### config.mk
export PLATFORM = sky130hd
export DESIGN_NAME = lap_stopwatch
export DESIGN_NICKNAME = d
export VERILOG_FILES = /design/src/rtl/lap_stopwatch.sv
export SDC_FILE = /design/constraint.sdc
export NUM_CORES = 1
export LEC_CHECK = 0
export CORE_ASPECT_RATIO = 1.25
export CORE_MARGIN = 1
export CORE_UTILIZATION = 53
export CTS_BUF_LIST = sky130_fd_sc_hd__clkbuf_8 sky130_fd_sc_hd__clkbuf_16
export DETAILED_ROUTE_END_ITERATION = 10
export PLACE_DENSITY = 0.81
export SLEW_MARGIN = 20
export SYNTH_ARGS = -nofsm -noshare
export SYNTH_HDL_FRONTEND = slang
export SYNTH_SLANG_ARGS = --single-unit
### constraint.sdc
create_clock -name clk -period 3.2 [get_ports clk]
set_input_delay 0.48 -clock clk [delete_from_list [all_inputs] [get_ports clk]]
set_output_delay 0.48 -clock clk [all_outputs]
set_load 0.01 [all_outputs]
### src/rtl/lap_stopwatch.sv
// lap_stopwatch: minutes:seconds.centiseconds stopwatch with an optional lap (split) display.
// The count is kept directly as six BCD digits and advanced once per 10 ms tick.
// Optional feature macro: LAP_STOPWATCH_LAP_EN enables the LAP state and the snapshot
// registers. Without it, lap is ignored, lap_hold is tied low and the live count is always shown.
module lap_stopwatch #(
  parameter int CLK_FREQ_HZ  = 50000000,
  parameter int MINUTE_LIMIT = 60
) (
  input  logic       clk,
  input  logic       reset_n,
  input  logic       start_stop,
  input  logic       clear,
  input  logic       lap,
  output logic [3:0] m_tens,
  output logic [3:0] m_ones,
  output logic [3:0] s_tens,
  output logic [3:0] s_ones,
  output logic [3:0] c_tens,
  output logic [3:0] c_ones,
  output logic       running,
  output logic       lap_hold,
  output logic       wrap
);

  localparam int TICK_DIV = CLK_FREQ_HZ / 100;
  localparam int PW       = (TICK_DIV > 1) ? $clog2(TICK_DIV) : 1;

  localparam logic [PW-1:0] TICK_LAST   = PW'(TICK_DIV - 1);
  localparam logic [3:0]    M_LAST_TENS = 4'((MINUTE_LIMIT - 1) / 10);
  localparam logic [3:0]    M_LAST_ONES = 4'((MINUTE_LIMIT - 1) % 10);

  typedef struct packed {
    logic [3:0] m_tens;
    logic [3:0] m_ones;
    logic [3:0] s_tens;
    logic [3:0] s_ones;
    logic [3:0] c_tens;
    logic [3:0] c_ones;
  } bcd_time_t;

  localparam bcd_time_t COUNT_MAX = '{
    m_tens: M_LAST_TENS, m_ones: M_LAST_ONES,
    s_tens: 4'd5, s_ones: 4'd9, c_tens: 4'd9, c_ones: 4'd9
  };

`ifdef LAP_STOPWATCH_LAP_EN
  typedef enum logic [1:0] {IDLE = 2'd0, RUN = 2'd1, PAUSE = 2'd2, LAP = 2'd3} state_t;
`else
  typedef enum logic [1:0] {IDLE = 2'd0, RUN = 2'd1, PAUSE = 2'd2} state_t;
`endif

  state_t          state;
  state_t          nxt_state;
  logic [PW-1:0]   prescaler;
  logic [PW-1:0]   nxt_prescaler;
  bcd_time_t       count;
  bcd_time_t       nxt_count;
  bcd_time_t       disp_q;
  bcd_time_t       nxt_disp;
  logic            running_q;
  logic            nxt_running;
  logic            wrap_q;
  logic            nxt_wrap;
  logic            counting;
  logic            tick;

`ifdef LAP_STOPWATCH_LAP_EN
  bcd_time_t       snapshot;
  bcd_time_t       nxt_snapshot;
  logic            lap_hold_q;
  logic            nxt_lap_hold;
`else
  logic            unused_lap;
  assign unused_lap = lap;
`endif

  // Advance a BCD time by one centisecond, rippling carries digit by digit up to the minutes,
  // which roll over to 00 after the last legal minute value.
  function automatic bcd_time_t bcd_increment(input bcd_time_t t);
    bcd_time_t r;
    r = t;
    if (t.c_ones != 4'd9) begin
      r.c_ones = t.c_ones + 4'd1;
    end else begin
      r.c_ones = 4'd0;
      if (t.c_tens != 4'd9) begin
        r.c_tens = t.c_tens + 4'd1;
      end else begin
        r.c_tens = 4'd0;
        if (t.s_ones != 4'd9) begin
          r.s_ones = t.s_ones + 4'd1;
        end else begin
          r.s_ones = 4'd0;
          if (t.s_tens != 4'd5) begin
            r.s_tens = t.s_tens + 4'd1;
          end else begin
            r.s_tens = 4'd0;
            if ((t.m_tens == M_LAST_TENS) && (t.m_ones == M_LAST_ONES)) begin
              r.m_tens = 4'd0;
              r.m_ones = 4'd0;
            end else if (t.m_ones != 4'd9) begin
              r.m_ones = t.m_ones + 4'd1;
            end else begin
              r.m_ones = 4'd0;
              r.m_tens = t.m_tens + 4'd1;
            end
          end
        end
      end
    end
    return r;
  endfunction

  // The prescaler and count only move while the stopwatch is running (RUN, or LAP when enabled).
`ifdef LAP_STOPWATCH_LAP_EN
  assign counting = (state == RUN) || (state == LAP);
`else
  assign counting = (state == RUN);
`endif
  assign tick = counting && (prescaler == TICK_LAST);

  // Next-state logic: apply the tick first, then the highest-priority command (clear > start_stop > lap).
  always_comb begin
    nxt_state     = state;
    nxt_prescaler = prescaler;
    nxt_count     = count;
    nxt_wrap      = 1'b0;
`ifdef LAP_STOPWATCH_LAP_EN
    nxt_snapshot  = snapshot;
`endif

    if (counting) begin
      nxt_prescaler = tick ? '0 : prescaler + 1'b1;
    end

    if (tick) begin
      nxt_count = bcd_increment(count);
      nxt_wrap  = (count == COUNT_MAX);
    end

    if (clear) begin
      nxt_state     = IDLE;
      nxt_prescaler = '0;
      nxt_count     = '0;
      nxt_wrap      = 1'b0;
`ifdef LAP_STOPWATCH_LAP_EN
      nxt_snapshot  = '0;
`endif
    end else if (start_stop) begin
      case (state)
        IDLE:    nxt_state = RUN;
        RUN:     nxt_state = PAUSE;
        PAUSE:   nxt_state = RUN;
`ifdef LAP_STOPWATCH_LAP_EN
        LAP:     nxt_state = PAUSE;
`endif
        default: nxt_state = IDLE;
      endcase
    end else if (lap) begin
`ifdef LAP_STOPWATCH_LAP_EN
      // The split taken on a tick edge must show the already-incremented value.
      if ((state == RUN) || (state == LAP)) begin
        nxt_state    = LAP;
        nxt_snapshot = nxt_count;
      end
`endif
    end

`ifdef LAP_STOPWATCH_LAP_EN
    nxt_running  = (nxt_state == RUN) || (nxt_state == LAP);
    nxt_lap_hold = (nxt_state == LAP);
    nxt_disp     = (nxt_state == LAP) ? nxt_snapshot : nxt_count;
`else
    nxt_running  = (nxt_state == RUN);
    nxt_disp     = nxt_count;
`endif
  end

  // State, count, prescaler and every output register update together so a command shows up right after its edge.
  always_ff @(posedge clk or negedge reset_n) begin
    if (!reset_n) begin
      state      <= IDLE;
      prescaler  <= '0;
      count      <= '0;
      disp_q     <= '0;
      running_q  <= 1'b0;
      wrap_q     <= 1'b0;
`ifdef LAP_STOPWATCH_LAP_EN
      snapshot   <= '0;
      lap_hold_q <= 1'b0;
`endif
    end else begin
      state      <= nxt_state;
      prescaler  <= nxt_prescaler;
      count      <= nxt_count;
      disp_q     <= nxt_disp;
      running_q  <= nxt_running;
      wrap_q     <= nxt_wrap;
`ifdef LAP_STOPWATCH_LAP_EN
      snapshot   <= nxt_snapshot;
      lap_hold_q <= nxt_lap_hold;
`endif
    end
  end

  assign m_tens  = disp_q.m_tens;
  assign m_ones  = disp_q.m_ones;
  assign s_tens  = disp_q.s_tens;
  assign s_ones  = disp_q.s_ones;
  assign c_tens  = disp_q.c_tens;
  assign c_ones  = disp_q.c_ones;
  assign running = running_q;
  assign wrap    = wrap_q;
`ifdef LAP_STOPWATCH_LAP_EN
  assign lap_hold = lap_hold_q;
`else
  assign lap_hold = 1'b0;
`endif

endmodule
Yosys cells after proc, flatten, opt, wreduce, memory -nomap -nowiden
Cells that the tools add are included.
{"block": "word_totals", "latchBits": 0, "regBits": 47, "memories": 0, "out_inout_bits": 27, "romBits": 0, "inputBits": 5, "elab_cells": 66, "mem_bits_rw": 0}
{"block": "classes", "mux": 21, "n_addsub": 7, "reduce_logical": 11, "bitwise_logic": 0, "n_eq_ne": 17, "div": 0, "multipliers": 0, "n_lt_le_gt_ge": 0, "shift": 0}
{"cell": "$mux W19", "count": 3}
{"cell": "$mux W24", "count": 2}
{"cell": "$add A4 B1 Y4 const B", "count": 6}
{"cell": "$eq A24 B23 Y1 const B", "count": 1}
{"cell": "$mux W4", "count": 6}
{"cell": "$mux W20", "count": 1}
{"cell": "$add A19 B1 Y19 const B", "count": 1}
{"cell": "$eq A19 B19 Y1 const B", "count": 1}
{"cell": "$mux W16", "count": 1}
{"cell": "$mux W8", "count": 2}
{"cell": "$ne A4 B4 Y1 const B", "count": 4}
{"cell": "$mux W12", "count": 1}
{"cell": "$ne A2 B2 Y1 const B", "count": 4}
{"cell": "$reduce_and A6 Y1", "count": 1}
{"cell": "$reduce_and A5 Y1", "count": 1}
{"cell": "$eq A2 B1 Y1 const B", "count": 2}
{"cell": "$eq A4 B3 Y1 const B", "count": 1}
{"cell": "$eq A4 B4 Y1 const B", "count": 1}
{"cell": "$mux W2", "count": 2}
{"cell": "$ne A4 B3 Y1 const B", "count": 1}
{"cell": "$pmux W2 S2", "count": 1}
{"cell": "$reduce_and A4 Y1", "count": 1}
{"cell": "$reduce_bool A2 Y1", "count": 2}
{"cell": "$ne A3 B3 Y1 const B", "count": 1}
{"cell": "other kinds (7)", "count": 9}

Longest topological paths before layout
{"block": "logic_depth", "word_depth": 9, "depth_mapped": 7, "mapped_depth_nobuf": 6}

Worst setup path after synthesis
OpenSTA, ideal clock, no wires.
{"block": "synth_path", "path_kind": "flip-flop to flip-flop", "start": "register s_ones[1] (netlist name)", "end": "register disp_q (netlist bit m_tens[0])", "period_less_slack_ps": 1921, "n_path_buf": 1, "setup_time_ps": 125, "required_ps": 3075, "arrival_ps": 1796, "path_slack_ps": 1279, "path_stages_with_launch": 8, "cell_sequence": "dfrtp_1 -> inv_1 -> ha_1 -> and3b_1 -> clkbuf_1 -> nand4_4 -> or3_4 -> mux2_2"}
{"element": "to (signal assigned)", "line": "196", "text": "disp_q <= nxt_disp;"}
{"element": "to (decl)", "line": "58", "text": "bcd_time_t disp_q;"}

Final worst setup path
{"block": "layout_path", "start": "register prescaler[12]", "end": "register disp_q (netlist bit m_tens[0])"}
{"block": "layout_via", "elab_chain_len": 4}
{"element": "from (decl)", "line": "54", "text": "logic [PW-1:0] prescaler;"}
{"element": "from (signal assigned)", "line": "194", "text": "prescaler <= nxt_prescaler;"}
{"element": "$eq A19 B19 Y1", "line": "120", "text": "assign tick = counting && (prescaler == TICK_LAST);"}
{"element": "$logic_and A1 B1 Y1", "line": "120"}
{"element": "$reduce_bool A2 Y1 (no source line)"}
{"element": "$reduce_and A6 Y1 (no source line)"}
No other way between the ends.
A chain may end at the register's enable or synchronous reset.

==> impl_metrics.py <==
metrics = {
    "outcome": {
        "outcome": "complete, no violations",
    },
    "clock_tree": {
        "cts-hold-fix-buffers": 0,
        "cts.sinks": 47,
        "numCtsBuffers": 5,
        "tritoncts": "done",
        "post-cts-setup-buffers": 0,
        "clk_pin_slew_ns": 0.09,
        "clk_path_buf_depth": 2,
        "clk_latency_ns": 0.31,
        "root_buffer": "clkbuf_8",
        "cts_resized": 0,
        "htreeDepth": 2,
    },
    "logic_synthesis": {
        "async_flop_share_pct": 100,
        "synth_edf_count": 0,
        "syn_area_per_cell_um2": 9.63,
        "syn_nets": 308,
        "synth.distinct_cells": 52,
        "syn_inst": 290,
        "seq_area_frac_synth_pct": 42.1,
        "ys_warn_count": 0,
        "synth_seq_cells": 47,
        "ys.flop_type": "dfrtp_1",
        "synth.cell_area_um2": 2790,
    },
    "critical_path": {
        "cp_cell_sequence": "nor4b_4 > nand4_2 > or3_4 > mux2_2",
        "cp_max_fo": 24,
        "slowest_delay_ns": 0.58,
        "worstPathRequired_ns": 3.39,
        "cp_top_family": "simple AND/OR/NAND/NOR gates",
        "crit_type": "register to register",
        "cp.arrival_ns": 2.47,
        "r2r_setup_slack_ns": 0.92,
        "worst_setup_path_end_kind": "register",
        "cp_slowest_cell": "or3_4",
        "critPathLaunchType": "register",
        "crit_buf_inv": 0,
    },
    "sta": {
        "hold_viol_final": 0,
        "tns_ns": 0,
        "hold_ws_ns": 0.160,
        "fmaxAchievable_ghz": 0.438,
        "finalSetupViolations": 0,
        "min_period_over_period_pct": 71.3,
        "drv_slew": 0,
        "period_minus_slack_ns": 2.28,
        "grt_setup_unrepaired": "false",
        "worst_pin_slew_ns": 0.712,
        "fin_worst_skew_ns": 0.0135,
        "relSlewSlack_pct": 51.9,
    },
    "route": {
        "drtIter0Drc": 172,
        "wl_per_cell_um": 16.6,
        "drtPass1Iterations": 4,
        "drc": 0,
        "postRouteAntennaNets": 0,
        "avgViaCountPerCell": 6.33,
        "wirelength_um": 6290,
        "vias": 2394,
    },
    "die": {
        "start_util_pct": 55.0,
        "num_rows": 29,
        "core_um2": 5080,
        "die_h_um": 83.1,
        "ios": 32,
        "dieArea_um2": 5560,
        "die_x_um": 66.9,
    },
    "power_and_ir_drop": {
        "cellPowerDensity_nw_per_um2": 364,
        "p_leak_nw": 1.32,
        "power.total_mw": 1.18,
        "ir_drop_uv": 263,
    },
    "place": {
        "port_buffers": 29,
        "dp_hpwl_um": 4440,
        "routabilityCongestion": 0.804,
    },
    "grt": {
        "antenna_found_initial": 0,
        "grt_usage_pct": 24.7,
        "grt_pass1_wl_um": 10700,
        "use_met2_pct": 41.7,
        "grt.overflow.total": 0,
        "grt_util_met1_pct": 30.0,
        "grt_start_max_net_pins": 48,
        "busiest_layer": "met2",
        "grt_pass1_vias": 2416,
        "use_met3_pct": 4.81,
    },
    "final_layout": {
        "area_delta_synth_final_pct": 16.3,
        "final_cell_mix": "dfrtp_1, clkdlybuf4s50_1, a21oi_1",
        "layout_commonest_cell": "dfrtp_1",
        "n_fill_cell": 411,
        "antennaDiodeCount": 0,
        "fin_nets": 333,
        "utilization_pct": 63.9,
        "layout-drive-gt1-share_pct": 6.96,
    },
    "flow_run": {
        "drv_cap": 0,
    },
    "worst_hold_path": {
        "hp-class": "primary input to async pin",
    },
}
## synthesized netlist by cell type (all sizes together), types with 4 or more instances
cell type	number	area, µm²
o311ai	4	35.0
xor2	5	43.8
and3	6	37.5
nor4	4	40.0
nand4	10	83.8
or3	8	55.1
inv	10	37.5
o31ai	6	45.0
o21ai	18	90.1
dfrtp	47	1180
o211ai	4	30.0
nand3	10	50.1
nor3	12	60.1
and4	4	35.0
a31oi	4	25.0
a21oi	20	100
nor2b	5	31.3
nor2	16	60.1
or4	11	82.6
and3b	6	52.6
nand2	15	56.3
buf	7	46.3
ha	13	163
clkbuf	9	33.8
## cells by family after synthesis
kind of cell / Yosys count / share of synthesized area (%)
flip-flops: 47 / 42.1
AND/OR/NAND/NOR: 118 / 26.8
adder cells (fa/ha/maj): 13 / 5.83
buffers and inverters: 27 / 4.35
XOR/XNOR: 8 / 2.51
other: 1 / 0.134
multiplexers: 4 / 1.57
AO/OA/AOI/OAI: 72 / 16.7
## layout make-up
class                           count  area, µm²  share of cell area, %
Clock buffer                        5       68.8                   2.12
Clock inverter                      3       63.8                   1.97
Inverter                           11       41.3                   1.27
Multi-Input combinational cell    216       1490                   46.0
Sequential cell                    47       1180                   36.2
Tap cell                           62       77.6                   2.39
Timing Repair Buffer               34        325                   10.0
## state kept, by name, summed over array words and instances (netlist names)
signal,flops
c_ones,4
c_tens,4
m_ones,4
m_tens,4
prescaler,19
running,1
s_ones,4
s_tens,4
state,2
wrap,1
## per-stage QoR
stage | area, µm² | setup WS (ns) | std cells
after floorplan | 2790 | 1.28 | 290
after global placement | 3110 | 0.916 | 370
after detailed placement | 3110 | 0.876 | 370
after CTS | 3240 | 0.866 | 378
after global routing | 3250 | 0.764 | 378
final | 3250 | 0.918 | 378
## where the power goes
| part | switching [mW] | total (mW) | internal (mW) |
|---|---|---|---|
| Combinational | 0.0409 | 0.0596 | 0.0188 |
| Clock | 0.205 | 0.514 | 0.309 |
| Sequential | 0.00812 | 0.609 | 0.601 |
| Total | 0.254 | 1.18 | 0.929 |
## final timing paths
kind / start / end / depth (start not counted)
worst max-delay path: prescaler[12] / m_tens[0] / 4
worst min-delay path: reset_n / c_tens[1] / 1
worst max register to register: prescaler[12] / m_tens[0] / 4
worst min register to register: prescaler[15] / prescaler[15] / 1
max in group asynchronous: reset_n / prescaler[4] / 1
min in group clk: prescaler[15] / prescaler[15] / 1
## routing by layer
layer  wire (µm)  vias to the layer above
met3         255                       11
met5           0                        -
met4         101                        0
li1            -                     1152
met2        3290                       65
met1        2640                     1166
Power figures use the tool's default switching activity.
